<file path="src/rtl/hbridge_pwm_decoder_pkg.sv">
// Shared H-bridge definitions: PWM period/duty scale and the legal gate patterns used by drive and decode paths.
package hbridge_pwm_decoder_pkg;

  localparam int FREQ_NEG_POW    = 10;
  localparam int DUTY_CYCLE_SIZE = 8;

  localparam logic [3:0] GATE_OFF = 4'b0000;
  localparam logic [3:0] GATE_FWD = 4'b1001;
  localparam logic [3:0] GATE_REV = 4'b0110;

  typedef enum logic [1:0] {
    GCLASS_OFF,
    GCLASS_ACTIVE,
    GCLASS_ILLEGAL
  } gate_class_e;

  function automatic gate_class_e classify_gate(input logic [3:0] g);
    if (g == GATE_OFF) return GCLASS_OFF;
    if ((g == GATE_FWD) || (g == GATE_REV)) return GCLASS_ACTIVE;
    return GCLASS_ILLEGAL;
  endfunction

endpackage

</file>
<file path="src/rtl/hbridge_pwm_decoder_gate_sync_filter.sv">
// Gate pattern synchronizer and classifier; PWM_DECODE_FILTER_EN adds a 3-sample stability filter
// so only patterns held for three consecutive samples reach the classifier.
module gate_sync_filter
  import hbridge_pwm_decoder_pkg::*;
(
  input  logic       clk,
  input  logic       reset_n,
  input  logic [3:0] gate_in,
  output logic       active,
  output logic       dir,
  output logic       illegal
);

  logic [3:0]  sync1_q;
  logic [3:0]  sync2_q;
  logic [3:0]  samp;
  gate_class_e samp_class;

  always_ff @(posedge clk or negedge reset_n) begin
    if (!reset_n) begin
      sync1_q <= '0;
      sync2_q <= '0;
    end else begin
      sync1_q <= gate_in;
      sync2_q <= sync1_q;
    end
  end

`ifdef PWM_DECODE_FILTER_EN
  logic [3:0] hist0_q;
  logic [3:0] hist1_q;
  logic [3:0] filt_q;

  // Dead-time and switching glitches never last three samples, so they never pass.
  always_ff @(posedge clk or negedge reset_n) begin
    if (!reset_n) begin
      hist0_q <= '0;
      hist1_q <= '0;
      filt_q  <= '0;
    end else begin
      hist0_q <= sync2_q;
      hist1_q <= hist0_q;
      if ((sync2_q == hist0_q) && (hist0_q == hist1_q)) begin
        filt_q <= sync2_q;
      end
    end
  end

  assign samp = filt_q;
`else
  assign samp = sync2_q;
`endif

  always_comb begin
    samp_class = classify_gate(samp);
    active     = (samp_class == GCLASS_ACTIVE);
    illegal    = (samp_class == GCLASS_ILLEGAL);
    dir        = (samp == GATE_FWD);
  end

endmodule

</file>
<file path="src/rtl/hbridge_pwm_decoder.sv">
// Recovers direction, on/off and duty from an H-bridge gate pattern over 2^PERIOD_POW-cycle windows.
// Optional PWM_DECODE_FILTER_EN inserts a stability filter ahead of classification.
module hbridge_pwm_decoder
  import hbridge_pwm_decoder_pkg::*;
#(
  parameter int PERIOD_POW = FREQ_NEG_POW,
  parameter int DUTY_BITS  = DUTY_CYCLE_SIZE
) (
  input  logic                 clk,
  input  logic                 reset_n,
  input  logic [3:0]           gate_in,
  input  logic                 fault_clr,
  output logic                 meas_valid,
  output logic                 meas_dir,
  output logic                 meas_on,
  output logic [DUTY_BITS-1:0] meas_duty,
  output logic                 meas_dir_chg,
  output logic                 fault
);

  localparam int                  SHIFT   = PERIOD_POW - DUTY_BITS;
  localparam logic [PERIOD_POW-1:0] WIN_ONE = 1;

  logic s_active, s_dir, s_illegal;

  gate_sync_filter u_sync (
    .clk     (clk),
    .reset_n (reset_n),
    .gate_in (gate_in),
    .active  (s_active),
    .dir     (s_dir),
    .illegal (s_illegal)
  );

  logic [PERIOD_POW-1:0] win_cnt_q, win_cnt_d;
  logic [PERIOD_POW:0]   hi_cnt_q, hi_cnt_d, hi_sum;
  logic                  last_dir_q, last_dir_d;
  logic                  saw1_q, saw1_d, saw0_q, saw0_d;
  logic                  meas_valid_q, meas_valid_d;
  logic                  meas_on_q, meas_on_d;
  logic                  meas_dir_q, meas_dir_d;
  logic [DUTY_BITS-1:0]  meas_duty_q, meas_duty_d, duty_sat;
  logic                  meas_dir_chg_q, meas_dir_chg_d;
  logic                  fault_q, fault_d;
  logic                  win_end, saw1_now, saw0_now, last_dir_now;

  always_comb begin
    win_end      = &win_cnt_q;
    hi_sum       = hi_cnt_q + {{PERIOD_POW{1'b0}}, s_active};
    saw1_now     = saw1_q | (s_active & s_dir);
    saw0_now     = saw0_q | (s_active & ~s_dir);
    last_dir_now = s_active ? s_dir : last_dir_q;
    // A fully-on window reaches 2^PERIOD_POW, one past the duty range.
    duty_sat     = hi_sum[PERIOD_POW] ? {DUTY_BITS{1'b1}} : hi_sum[SHIFT +: DUTY_BITS];

    win_cnt_d      = win_cnt_q + WIN_ONE;
    hi_cnt_d       = hi_sum;
    saw1_d         = saw1_now;
    saw0_d         = saw0_now;
    last_dir_d     = last_dir_now;
    meas_valid_d   = win_end;
    meas_on_d      = meas_on_q;
    meas_dir_d     = meas_dir_q;
    meas_duty_d    = meas_duty_q;
    meas_dir_chg_d = meas_dir_chg_q;

    if (win_end) begin
      meas_on_d      = (hi_sum != '0);
      meas_dir_d     = (hi_sum != '0) ? last_dir_now : meas_dir_q;
      meas_duty_d    = duty_sat;
      meas_dir_chg_d = saw1_now & saw0_now;
      hi_cnt_d       = '0;
      saw1_d         = 1'b0;
      saw0_d         = 1'b0;
    end

    fault_d = s_illegal ? 1'b1 : (fault_clr ? 1'b0 : fault_q);
  end

  always_ff @(posedge clk or negedge reset_n) begin
    if (!reset_n) begin
      win_cnt_q      <= '0;
      hi_cnt_q       <= '0;
      last_dir_q     <= 1'b0;
      saw1_q         <= 1'b0;
      saw0_q         <= 1'b0;
      meas_valid_q   <= 1'b0;
      meas_on_q      <= 1'b0;
      meas_dir_q     <= 1'b0;
      meas_duty_q    <= '0;
      meas_dir_chg_q <= 1'b0;
      fault_q        <= 1'b0;
    end else begin
      win_cnt_q      <= win_cnt_d;
      hi_cnt_q       <= hi_cnt_d;
      last_dir_q     <= last_dir_d;
      saw1_q         <= saw1_d;
      saw0_q         <= saw0_d;
      meas_valid_q   <= meas_valid_d;
      meas_on_q      <= meas_on_d;
      meas_dir_q     <= meas_dir_d;
      meas_duty_q    <= meas_duty_d;
      meas_dir_chg_q <= meas_dir_chg_d;
      fault_q        <= fault_d;
    end
  end

  assign meas_valid   = meas_valid_q;
  assign meas_on      = meas_on_q;
  assign meas_dir     = meas_dir_q;
  assign meas_duty    = meas_duty_q;
  assign meas_dir_chg = meas_dir_chg_q;
  assign fault        = fault_q;

endmodule

</file>
<file path="config.mk">
export PLATFORM = sky130hd
export DESIGN_NAME = hbridge_pwm_decoder
export DESIGN_NICKNAME = d
export VERILOG_FILES = /design/src/rtl/hbridge_pwm_decoder_pkg.sv /design/src/rtl/hbridge_pwm_decoder_gate_sync_filter.sv /design/src/rtl/hbridge_pwm_decoder.sv
export SDC_FILE = /design/constraint.sdc
export NUM_CORES = 1
export LEC_CHECK = 0
export CAP_MARGIN = 20
export CORE_UTILIZATION = 50
export DETAILED_ROUTE_END_ITERATION = 10
export DONT_BUFFER_PORTS = 1
export GPL_TIMING_DRIVEN = 0
export PLACE_DENSITY = 0.62
export SYNTH_ARGS = -nofsm -noshare
export SYNTH_HDL_FRONTEND = slang
export SYNTH_SLANG_ARGS = --single-unit
</file>
<file path="constraint.sdc">
create_clock -name clk -period 5 [get_ports clk]
set_clock_uncertainty 0.15 [all_clocks]
set_input_delay 0.75 -clock clk [delete_from_list [all_inputs] [get_ports clk]]
set_output_delay 0.75 -clock clk [all_outputs]
set_load 0.05 [all_outputs]
</file>
==> flow_summary.json <==
{
  "share_seq_of_total_power_pct": 55.4,
  "portBuffers": 0,
  "ant_nets": 0,
  "tritoncts": "built",
  "relSlewSlack_pct": 67.9,
  "top_signal_layer_used": "met4",
  "numCtsBuffers": 5,
  "pin_count": 20,
  "synthTopCellsByCount": "45 x dfrtp_1, 27 x nor2_1, 10 x nand2_1, 10 x xor2_1",
  "synth.lib_cells_used.distinct": 31,
  "element_type_at_the_critical_path_end": "register",
  "synth_area_leader_cell": "dfrtp_1",
  "setup_tns_ns": 0,
  "synthesis.yosys.warnings": 0,
  "drt-total-wl_um": 2800,
  "timing.setup.critical_path_class": "register to register",
  "post_synth_main_area_contributors": "dfrtp_1 61%, nor2_1 5.5%, xor2_1 4.8%",
  "met2_wirelength_um": 1400,
  "initial_core_util_pct": 53.8,
  "first_iter_violations": 32,
  "final_layout_size_suffix_gt1_share_pct": 16.2,
  "clock_tree.htree_level_count": 2,
  "wirelength_met1_um": 1210,
  "p_leak_uw": 0.000959,
  "cts_buffer_depth": 2,
  "globalRoute.totalOverflow": 0,
  "worstSkewPairLatency_ns": 0.36,
  "worst-r2r-setup-slack_ns": 2.13,
  "worstReg2RegStart": "u_sync.samp[1]",
  "cts.sinks": 45,
  "clock-root-buffer": "clkbuf_4",
  "grtUsageTotal_pct": 16.6,
  "syn_area_um2": 1840,
  "initial_antenna_violation_count": 0,
  "drtPass1Iterations": 4,
  "worst_r2r_dst": "meas_dir",
  "diodes": 0,
  "drt_drc_violations_left": 0,
  "clkPwrFrac_pct": 37.1,
  "finalCritPeriodShare_pct": 57.3,
  "post-route-min-period_ns": 2.87,
  "cp.arrival_ns": 2.98,
  "floorplan.core_area_um2": 3420,
  "timing.max_cap.violations": 0,
  "yosysTopAreaCellShare_pct": 61.3,
  "finalNonFillerCells": 213,
  "wire_length_of_the_first_global_routing_pass_um": 4880,
  "finalHoldViolCount": 0,
  "pin_count_of_the_biggest_net_entering_global_routing": 46,
  "die_area_um2": 3920,
  "timing.reg2reg.worst_path_depth": 10,
  "synth.most_common_cell": "dfrtp_1",
  "synth_nets": 168,
  "layout-area-overhead-vs-synth_pct": 10.0,
  "worst_setup_path_start_kind": "register",
  "first_global_vias": 1085,
  "final-max-slew-violation-count": 0,
  "power_switching_uw": 168,
  "synth-seq-cells": 45,
  "core.rowCount": 21,
  "wl_met3_um": 122,
  "status": "complete, no violations",
  "place.detailed.hpwl_um": 1980,
  "largest_voltage_drop_on_the_vdd_net_mv": 0.236,
  "power.switching_fraction_pct": 22.9,
  "detailroute.via_count": 1123,
  "power_density_nw_per_um2": 363,
  "layout.core_utilization_pct": 59.2,
  "ctsResizeCount": 0,
  "num-nets-final": 176,
  "die_h_um": 62.6,
  "fin_total_pwr_uw": 735,
  "fmax_ghz": 0.349,
  "netlist_instances": 158,
  "cp_data_required_time_ns": 5.11,
  "pwr-share-comb_pct": 7.4,
  "die_w_um": 62.6,
  "most_used_flip_flop_cell_after_synthesis": "dfrtp_1",
  "synth.avg_cell_area_um2": 11.6,
  "avgViaCountPerCell": 5.27,
  "ys_async_sr_fraction_pct": 100,
  "synth_seq_area_share_pct": 61.3,
  "number_of_flops_mapped_to_enable_cells_by_yosys": 0,
  "placed_cells": 204,
  "cts.clk_slew.worst_paths_ns": 0.13,
  "tightest_slew_ns": 0.482,
  "internal_power_uw": 567,
  "timing.hold.worst.class": "primary input to async pin",
  "crit_path_max_fanout": 5,
  "place_congestion": 0.834,
  "rsz_0062_raised_after_global_routing": "no",
  "setup-violations-final": 0,
  "wl_per_cell_um": 13.1
}
through the flow:
stage	hold WS [ns]	setup slack (ns)	cell area, um2
after floorplan	0.181	2.40	1840
after global placement	0.183	2.15	1900
after detailed placement	0.187	2.15	1900
after CTS	0.0584	2.11	2020
after global routing	0.0564	1.98	2020
final	0.0628	2.13	2020
how the worst max path moves through the flow:
stage | from | endpoint | slack, ns
after floorplan | u_sync.samp[1] | meas_dir | 2.40
after global placement | u_sync.samp[1] | meas_dir | 2.15
after detailed placement | u_sync.samp[1] | meas_dir | 2.15
after CTS | u_sync.samp[1] | meas_dir | 2.11
after global routing | u_sync.samp[2] | meas_dir | 1.98
final | u_sync.samp[1] | meas_dir | 2.13
layer usage:
metal / global-route usage [%] / vias to the layer above
li1: - / 542
met3: 4.74 / 6
met2: 27.3 / 23
met4: 7.85 / 0
met1: 20.0 / 552
met5: 0 / -
state kept, by name (all words and copies together), names as in the netlist, 4 cells and up:
register        flops
u_sync.samp         4
win_cnt_q          10
hi_cnt_q           11
u_sync.sync1_q      4
meas_duty           8
cells in the final DEF, fill, tap and decap left out, types with 4 or more instances in the layout:
master | netlist | routed
a21oi_1 | 5 | 5
clkbuf_4 | 0 | 5
dfrtp_1 | 45 | 45
xor2_1 | 10 | 10
and2_1 | 4 | 4
nor2_1 | 27 | 27
nand2_1 | 10 | 10
nor3_1 | 4 | 4
a21oi_2 | 4 | 4
xnor2_1 | 7 | 7
nand3_1 | 7 | 7
kinds of logic after synthesis:
kind of cell               Yosys count  synth area share [%]
and+or+nand+nor                     65                  17.5
DFF                                 45                  61.3
AOI/OAI and AO/OA                   18                  6.81
xor gates and xnor gates            18                  8.99
buffers and inverters                8                  2.59
adders and majority gates            3                  2.04
muxes                                1                 0.817
power groups by stage:
| stage | Sequential, uW | Clock, uW | Combinational, uW |
|---|---|---|---|
| 4_1_cts | 407 | 282 | 56.5 |
| 5_1_grt | 410 | 302 | 64.5 |
| 6_report | 408 | 273 | 54.7 |
| 2_1_floorplan | 410 | 0 | 38.0 |
| 3_5_place_dp | 414 | 0 | 46.4 |
| 3_3_place_gp | 413 | 0 | 45.5 |
what timing repair did:
| action | CTS | global route |
|---|---|---|
| setup buffers | 0 | 0 |
| hold endpoints to repair | 45 | 0 |
| hold buffers | 1 | 0 |
final cells by class:
type                    count  area [um2]
fillers                   303        1390
clock inverters             3        68.8
inverters                   4        15.0
flip-flops and latches     45        1130
multi-input cells         105         664
well taps                  46        57.6
plain buffers               4        32.5
clock buffers               5        37.5
repair buffers              1        20.0
worst max-delay path: stages (launching register included):
cell and delay (ns):
dfrtp_1 0.40, nor2_1 0.07, and3_1 0.22, or2_2 0.29
ha_1 0.23, ha_1 0.25, nand3_1 0.11, xor2_1 0.28
and4_1 0.26, a41oi_2 0.17, mux2_4 0.33
Note: power is estimated with default switching activity, not from simulation.
